===== src/rtl/sramlike_2x1_arbiter.sv =====
// Two-to-one sram-like arbiter: data-over-instruction priority, request lock while
// waiting for addr_ok, and an in-order ID FIFO that routes each data_ok to its requester.
module sramlike_2x1_arbiter #(
    parameter int MAX_OUT = 4
) (
    input  logic        clk,
    input  logic        rst,
    input  logic        inst_req,
    input  logic        inst_wr,
    input  logic [1:0]  inst_size,
    input  logic [31:0] inst_addr,
    input  logic [31:0] inst_wdata,
    output logic [31:0] inst_rdata,
    output logic        inst_addr_ok,
    output logic        inst_data_ok,
    input  logic        data_req,
    input  logic        data_wr,
    input  logic [1:0]  data_size,
    input  logic [31:0] data_addr,
    input  logic [31:0] data_wdata,
    output logic [31:0] data_rdata,
    output logic        data_addr_ok,
    output logic        data_data_ok,
    output logic        mem_req,
    output logic        mem_wr,
    output logic [1:0]  mem_size,
    output logic [31:0] mem_addr,
    output logic [31:0] mem_wdata,
    input  logic [31:0] mem_rdata,
    input  logic        mem_addr_ok,
    input  logic        mem_data_ok,
    output logic        busy,
    output logic        err
);

    localparam int PW = (MAX_OUT > 1) ? $clog2(MAX_OUT) : 1;
    localparam int CW = PW + 1;
    localparam logic [CW-1:0] CNT_FULL = CW'(MAX_OUT);

    logic               lock_v_r, lock_v_s;
    logic               lock_src_r, lock_src_s;
    logic [MAX_OUT-1:0] fifo_r;
    logic [PW-1:0]      wr_ptr_r, rd_ptr_r;
    logic [CW-1:0]      cnt_r;
    logic               err_r;

    logic sel_s, sel_req_s, full_s, accept_s, drop_s, pop_s, spurious_s, head_s;

    // lock state register
    always_ff @(posedge clk or negedge rst) begin
        if (!rst) begin
            lock_v_r   <= 1'b0;
            lock_src_r <= 1'b0;
        end else begin
            lock_v_r   <= lock_v_s;
            lock_src_r <= lock_src_s;
        end
    end

    // lock next state: hold a stalled request's source until accepted or abandoned
    always_comb begin
        lock_v_s   = lock_v_r;
        lock_src_s = lock_src_r;
        if (accept_s) begin
            lock_v_s = 1'b0;
        end else if (drop_s) begin
            lock_v_s = 1'b0;
        end else if (mem_req) begin
            lock_v_s   = 1'b1;
            lock_src_s = sel_s;
        end else begin
            lock_v_s = lock_v_r;
        end
    end

    // source select, request mux and response routing
    always_comb begin
        if (lock_v_r) begin
            sel_s = lock_src_r;
        end else begin
            sel_s = data_req;
        end
        full_s = (cnt_r == CNT_FULL);
        if (sel_s) begin
            sel_req_s = data_req;
            mem_wr    = data_wr;
            mem_size  = data_size;
            mem_addr  = data_addr;
            mem_wdata = data_wdata;
        end else begin
            sel_req_s = inst_req;
            mem_wr    = inst_wr;
            mem_size  = inst_size;
            mem_addr  = inst_addr;
            mem_wdata = inst_wdata;
        end
        mem_req      = sel_req_s & ~full_s;
        accept_s     = mem_req & mem_addr_ok;
        inst_addr_ok = accept_s & ~sel_s;
        data_addr_ok = accept_s & sel_s;
        drop_s       = lock_v_r & ~sel_req_s;
        pop_s        = mem_data_ok & (cnt_r != {CW{1'b0}});
        spurious_s   = mem_data_ok & (cnt_r == {CW{1'b0}});
        head_s       = fifo_r[rd_ptr_r];
        inst_data_ok = pop_s & ~head_s;
        data_data_ok = pop_s & head_s;
        inst_rdata   = mem_rdata;
        data_rdata   = mem_rdata;
        busy         = (cnt_r != {CW{1'b0}});
        err          = err_r;
    end

    // ID FIFO, occupancy counter and sticky error flag
    always_ff @(posedge clk or negedge rst) begin
        if (!rst) begin
            fifo_r   <= {MAX_OUT{1'b0}};
            wr_ptr_r <= {PW{1'b0}};
            rd_ptr_r <= {PW{1'b0}};
            cnt_r    <= {CW{1'b0}};
            err_r    <= 1'b0;
        end else begin
            if (accept_s) begin
                fifo_r[wr_ptr_r] <= sel_s;
                wr_ptr_r         <= wr_ptr_r + PW'(1);
            end
            if (pop_s) begin
                rd_ptr_r <= rd_ptr_r + PW'(1);
            end
            case ({accept_s, pop_s})
                2'b10:   cnt_r <= cnt_r + CW'(1);
                2'b01:   cnt_r <= cnt_r - CW'(1);
                default: cnt_r <= cnt_r;
            endcase
            if (spurious_s || drop_s) begin
                err_r <= 1'b1;
            end
        end
    end

endmodule

===== config.mk =====
export PLATFORM = sky130hd
export DESIGN_NAME = sramlike_2x1_arbiter
export DESIGN_NICKNAME = d
export VERILOG_FILES = /design/src/rtl/sramlike_2x1_arbiter.sv
export SDC_FILE = /design/constraint.sdc
export NUM_CORES = 1
export LEC_CHECK = 0
export ABC_CLOCK_PERIOD_IN_PS = 2900
export BUFFER_PORTS_ARGS = -buffer_cell sky130_fd_sc_hd__clkbuf_2
export CAP_MARGIN = 10
export CORE_AREA = 2 2 122 124
export DETAILED_ROUTE_END_ITERATION = 8
export DIE_AREA = 0 0 124 126
export GPL_TIMING_DRIVEN = 0
export PLACE_DENSITY = 0.44
export REMOVE_ABC_BUFFERS = 1
export SYNTH_ARGS = -nofsm -noshare
export SYNTH_HDL_FRONTEND = slang
export SYNTH_SLANG_ARGS = --single-unit

===== constraint.sdc =====
create_clock -name clk -period 2.9 [get_ports clk]
set_input_delay 0.145 -clock clk [delete_from_list [all_inputs] [get_ports clk]]
set_output_delay 0.145 -clock clk [all_outputs]
set_load 0.05 [all_outputs]

* After elaboration in Yosys (flattened, before gate mapping)
Index checks and enable logic that the tools add are counted.
Storage, ports and cells: register bits after elaboration 14, input port bits 172, output and inout port bits 138, word-level logic and storage cells 54
Operators by class: $add $sub $neg 4, order comparisons 3, eq/ne operators 3, multiplexer cells 15, bitwise operators 15, reduce and logical (&&, ||, !) cells 7
Operators by type and width (count):
- 2-to-1 mux 32 bit | 2
- bitwise AND 1 bit | 9
- 2-to-1 mux 1 bit | 8
- less-than comparator 2 x 3 -> 1 bit (second input constant) | 2
- NOT 1 bit | 6
- case mux 3 bit (2 select lines) | 1
- nonzero test 3 bit | 2
- adder 2 x 1 -> 2 bit (second input constant) | 2
- bitwise mux 4 bit | 1
- adder 3 x 1 -> 3 bit (second input constant) | 1
- == test 3 bit (second input constant) | 1
- logical NOT 3 bit | 1
- AND reduction 3 bit | 1
- subtractor 3 x 1 -> 3 bit (second input constant) | 1
- binary-select mux 1 bit (select 2 bit) | 1
- demux 1 bit (select 2 bit) | 1
- == test 2 x 1 -> 1 bit (second input constant) | 1
- == test 2 bit (second input constant) | 1
- greater-or-equal comparator 2 x 1 -> 1 bit (second input constant) | 1
- 2-to-1 mux 2 bit | 1
- nonzero test 2 bit | 1
- logical AND 1 bit | 1
- logical OR 1 bit | 1

* Depth between registers and ports, before layout
depth after elaboration 6, mapped depth 10, gate-level depth less buffers 10

* Worst setup path before layout
No wires, ideal clock.
path type flip-flop to flip-flop, start register lock_v_r, end register lock_src_r, library setup time 0.087 ns, arrival time 2.309 ns, required time 2.813 ns, slack 0.504 ns, cell stages (with the launch flop) 5, path buffers 0, clock period less this slack 2.396 ns, cell sequence dfrtp_1 -> a21bo_4 -> a211oi_1 -> a21oi_1 -> a31oi_1
Between the ends: word-level cells in the longest chain between the ends 6, elaborated cells on any way between the ends 9, those cells by class mux: 2; bitwise: 6; reduce/logical: 1
Ends and longest elaborated chain:
- start: declaration | line 40 | logic lock_v_r, lock_v_s;
- start signal: assignment | line 55 | lock_v_r <= lock_v_s;
- 2-to-1 mux 1 bit * | line 78 | if (lock_v_r) begin
- 2-to-1 mux 1 bit * | line 84 | if (sel_s) begin
- bitwise AND 1 bit * | line 97 | mem_req = sel_req_s & ~full_s;
- via mem_req | line 24 | output logic mem_req,
- bitwise AND 1 bit | line 98 | accept_s = mem_req & mem_addr_ok;
- NOT 1 bit (no source line)
- AND reduction 3 bit (no source line) *
- end signal: assignment | line 56 | lock_src_r <= lock_src_s;
- end: declaration | line 41 | logic lock_src_r, lock_src_s;
The timed path passes the listed nets; every way through them passes the cells marked *. A chain may end at the register's enable or synchronous reset.

* Worst setup path in the final report
start register lock_v_r, end output port mem_wdata[15]
Between the ends: word-level cells in the longest chain between the ends 2
Ends and longest elaborated chain:
- 2-to-1 mux 1 bit | line 78
- 2-to-1 mux 32 bit | line 84
- end: declaration | line 28 | output logic [31:0] mem_wdata,
No other way between the ends.

==> out/summary.txt <==
Setup crit end kind - primary output
status - finished clean
distinct cell type count after synthesis - 29
post-CTS sizing - 0
ANT cells - 0
multi-input gate area in the final layout - 1160 um^2
CP arrival - 2.55 ns
area occupied by registers - 350 um^2
CP Launch Type - register
post-synthesis sequential area ratio - 16.9%
Die Area - 15600 um^2
Hold Vio Cnt, Final - 0
Site Rows - 44
leak pwr - 1.57 nW
clk sinks - 14
Filler Cell Count - 1589
first-pass GRT wire length - 13.6 mm
final instance area - 3000 um^2
final setup violation count - 0
io pins - 310
period utilization - 92.8%
area delta synth->final - 44.6%
slew at the pin closest to its max-slew limit - 0.932 ns
yosys synthesis warning count - 0
CTS tree - built
Max Clk Rate - 372 MHz
starting density of the core - 14.5%
hold crit path type - input port to register
antenna viol nets, final - 0
CP peak stage delay - 0.84 ns
largest net degree at the start of global routing - 32
root buf cell - clkbuf_16
die height - 126 um
Overflow after GRT - 0
hold_ws - 0.178 ns
maximum vdd drop - 243 uV
RSZ-0062 raised after global routing - false
Worst Setup Path Type - register to primary output
overall routed net length - 10.4 mm
CP required - 2.76 ns
CTS H-tree lvls - 1
vias per inst - 3.88
post-synth top area cell - mux2_2
layout cells sized above 1 - 83.4%
initial DRC count - 63
DRT Pass-1 Iters - 6
PwrDens - 926 nW/um^2
Post-Syn Area - 2070 um^2
register clock-pin slew on the reported worst setup and hold paths - 0.05 ns
highest net fanout along the worst path - 31
#FFs+latches synth - 14
Wirelength per Cell - 19.2 um
post-detailed-route DRC marker count - 0
CP bufs+invs - 2
Max Cap Viol - 0
clk_lat worst skew - 0.24 ns
Worst path slowest cell - mux2i_4
relative slew slack - 36.6%
largest cells by area after synthesis - mux2_2 (36%), buf_4 (23%), dfrtp_1 (17%)
gr usage total - 12.3%
Mapped Cells - 209
Worst Skew - 0.000692 ns
port bufs - 213
vias in the first global route - 2178
Clock Path Buffers - 2
Synth Area per Inst - 9.91 um^2
Die X - 124 um
family with the most delay on the worst path - multiplexers
RD Place Congestion - 0.757
CTS Buf Count - 3
share of the synthesized area in the top cell type - 36.4%
Final min period - 2.69 ns
HPWL after DPL - 9.51 mm
Placed Instance Area - 2900 um^2
setup TNS - 0 ns
CP Cell Sequence - mux2i_4 > buf_12 > mux2_2 > clkbuf_2
routed vias - 2095
initial antenna violation count - 0
Final Max Tran Viols - 0
# nets final - 535
Core Region - 14300 um^2
-- kinds of logic (layout without fill, tap and decap cells) --
kind of cell / Yosys count / in the layout / share of synthesized area [%]
multiplexers: 70 / 70 / 38.5
AO/OA/AOI/OAI: 17 / 17 / 7.13
XOR/XNOR: 6 / 6 / 2.54
AND/OR/NAND/NOR: 13 / 13 / 3.50
buffers and inverters: 83 / 230 / 27.5
flip-flops: 14 / 14 / 16.9
adder cells (fa/ha/maj): 6 / 6 / 3.99
-- per-layer routing --
metal / track usage, % / share of wire (%) / vias to the layer above
li1: - / - / 947
met1: 14.9 / 40 / 935
met2: 15.7 / 37 / 205
met3: 11.6 / 22 / 6
met4: 1.59 / 0.46 / 2
met5: 4.93 / 0.78 / -
-- cell usage after synthesis --
master,count
nor3_1,1
a21oi_1,5
nor2_1,5
buf_6,1
and3_1,1
xor2_1,2
mux2i_1,2
inv_2,1
buf_2,8
a221o_2,1
inv_1,9
dfrtp_1,14
a31oi_2,1
a21o_2,1
mux2_2,67
o21ai_1,1
buf_4,64
a211oi_1,1
and2_1,1
mux4_2,1
ha_1,5
a21oi_2,1
fa_1,1
nor3b_2,2
a31oi_1,4
a21bo_4,1
nand2_1,3
a2111oi_4,1
xnor2_1,4
-- cell type report --
class	count	share of cell area (%)
sequential	14	11.7
multi-input combinational	112	38.9
timing repair buffer	216	37.5
tap	184	7.69
clock buffer	4	2.97
inverter	10	1.25
-- worst paths after layout --
kind | to | slack [ns] | depth (start not counted) | startpoint
max reg2reg | cnt_r[2]$_DFFE_PN0P_ | 0.27 | 9 | lock_v_r$_DFFE_PN0P_
min | err$_DFFE_PN0P_ | 0.18 | 2 | mem_data_ok
max | mem_wdata[15] | 0.21 | 4 | lock_v_r$_DFFE_PN0P_
min reg2reg | cnt_r[2]$_DFFE_PN0P_ | 0.48 | 1 | cnt_r[2]$_DFFE_PN0P_
min in group asynchronous | fifo_r[0]$_DFFE_PN0P_ | 0.35 | 2 | rst
max in group asynchronous | cnt_r[0]$_DFFE_PN0P_ | 2.29 | 2 | rst
-- cells in the final DEF, fill, tap and decap left out, types with 2 or more instances in the layout --
master / synthesis / layout
xor2_1: 2 / 2
nor2_1: 5 / 5
ha_1: 5 / 5
a31oi_1: 4 / 4
xnor2_1: 4 / 4
inv_1: 9 / 9
nand2_1: 3 / 3
nor3b_2: 2 / 2
clkbuf_16: 0 / 3
a21oi_1: 5 / 5
dfrtp_1: 14 / 14
mux2_2: 67 / 67
clkbuf_2: 0 / 213
-- per-stage QoR --
step	util [%]	cells	worst slack (ns)	power, mW
floorplan	-	136	-2.63	1.97
global placement	19.8	533	-3.95	2.51
detailed placement	20.2	535	0.272	2.51
CTS	20.9	540	0.172	2.81
global route	20.9	540	0.0521	2.93
finish	20.9	540	0.208	2.77
-- power by group --
group	internal (mW)	switching (mW)
Combinational	0.692	1.41
Sequential	0.289	0.0909
Clock	0.209	0.0787
Total	1.19	1.58
-- timing repair --
action	CTS	global route
hold buffers	1	0
endpoints found under the hold margin	14	0
setup buffers	0	0
-- state kept, by name, summed over array words and instances (netlist names) --
| signal | cells |
|---|---|
| err | 1 |
| lock_v_r | 1 |
| fifo_r | 4 |
| rd_ptr_r | 2 |
| cnt_r | 3 |
| wr_ptr_r | 2 |
| lock_src_r | 1 |
Note: power is estimated with default switching activity, not from simulation.
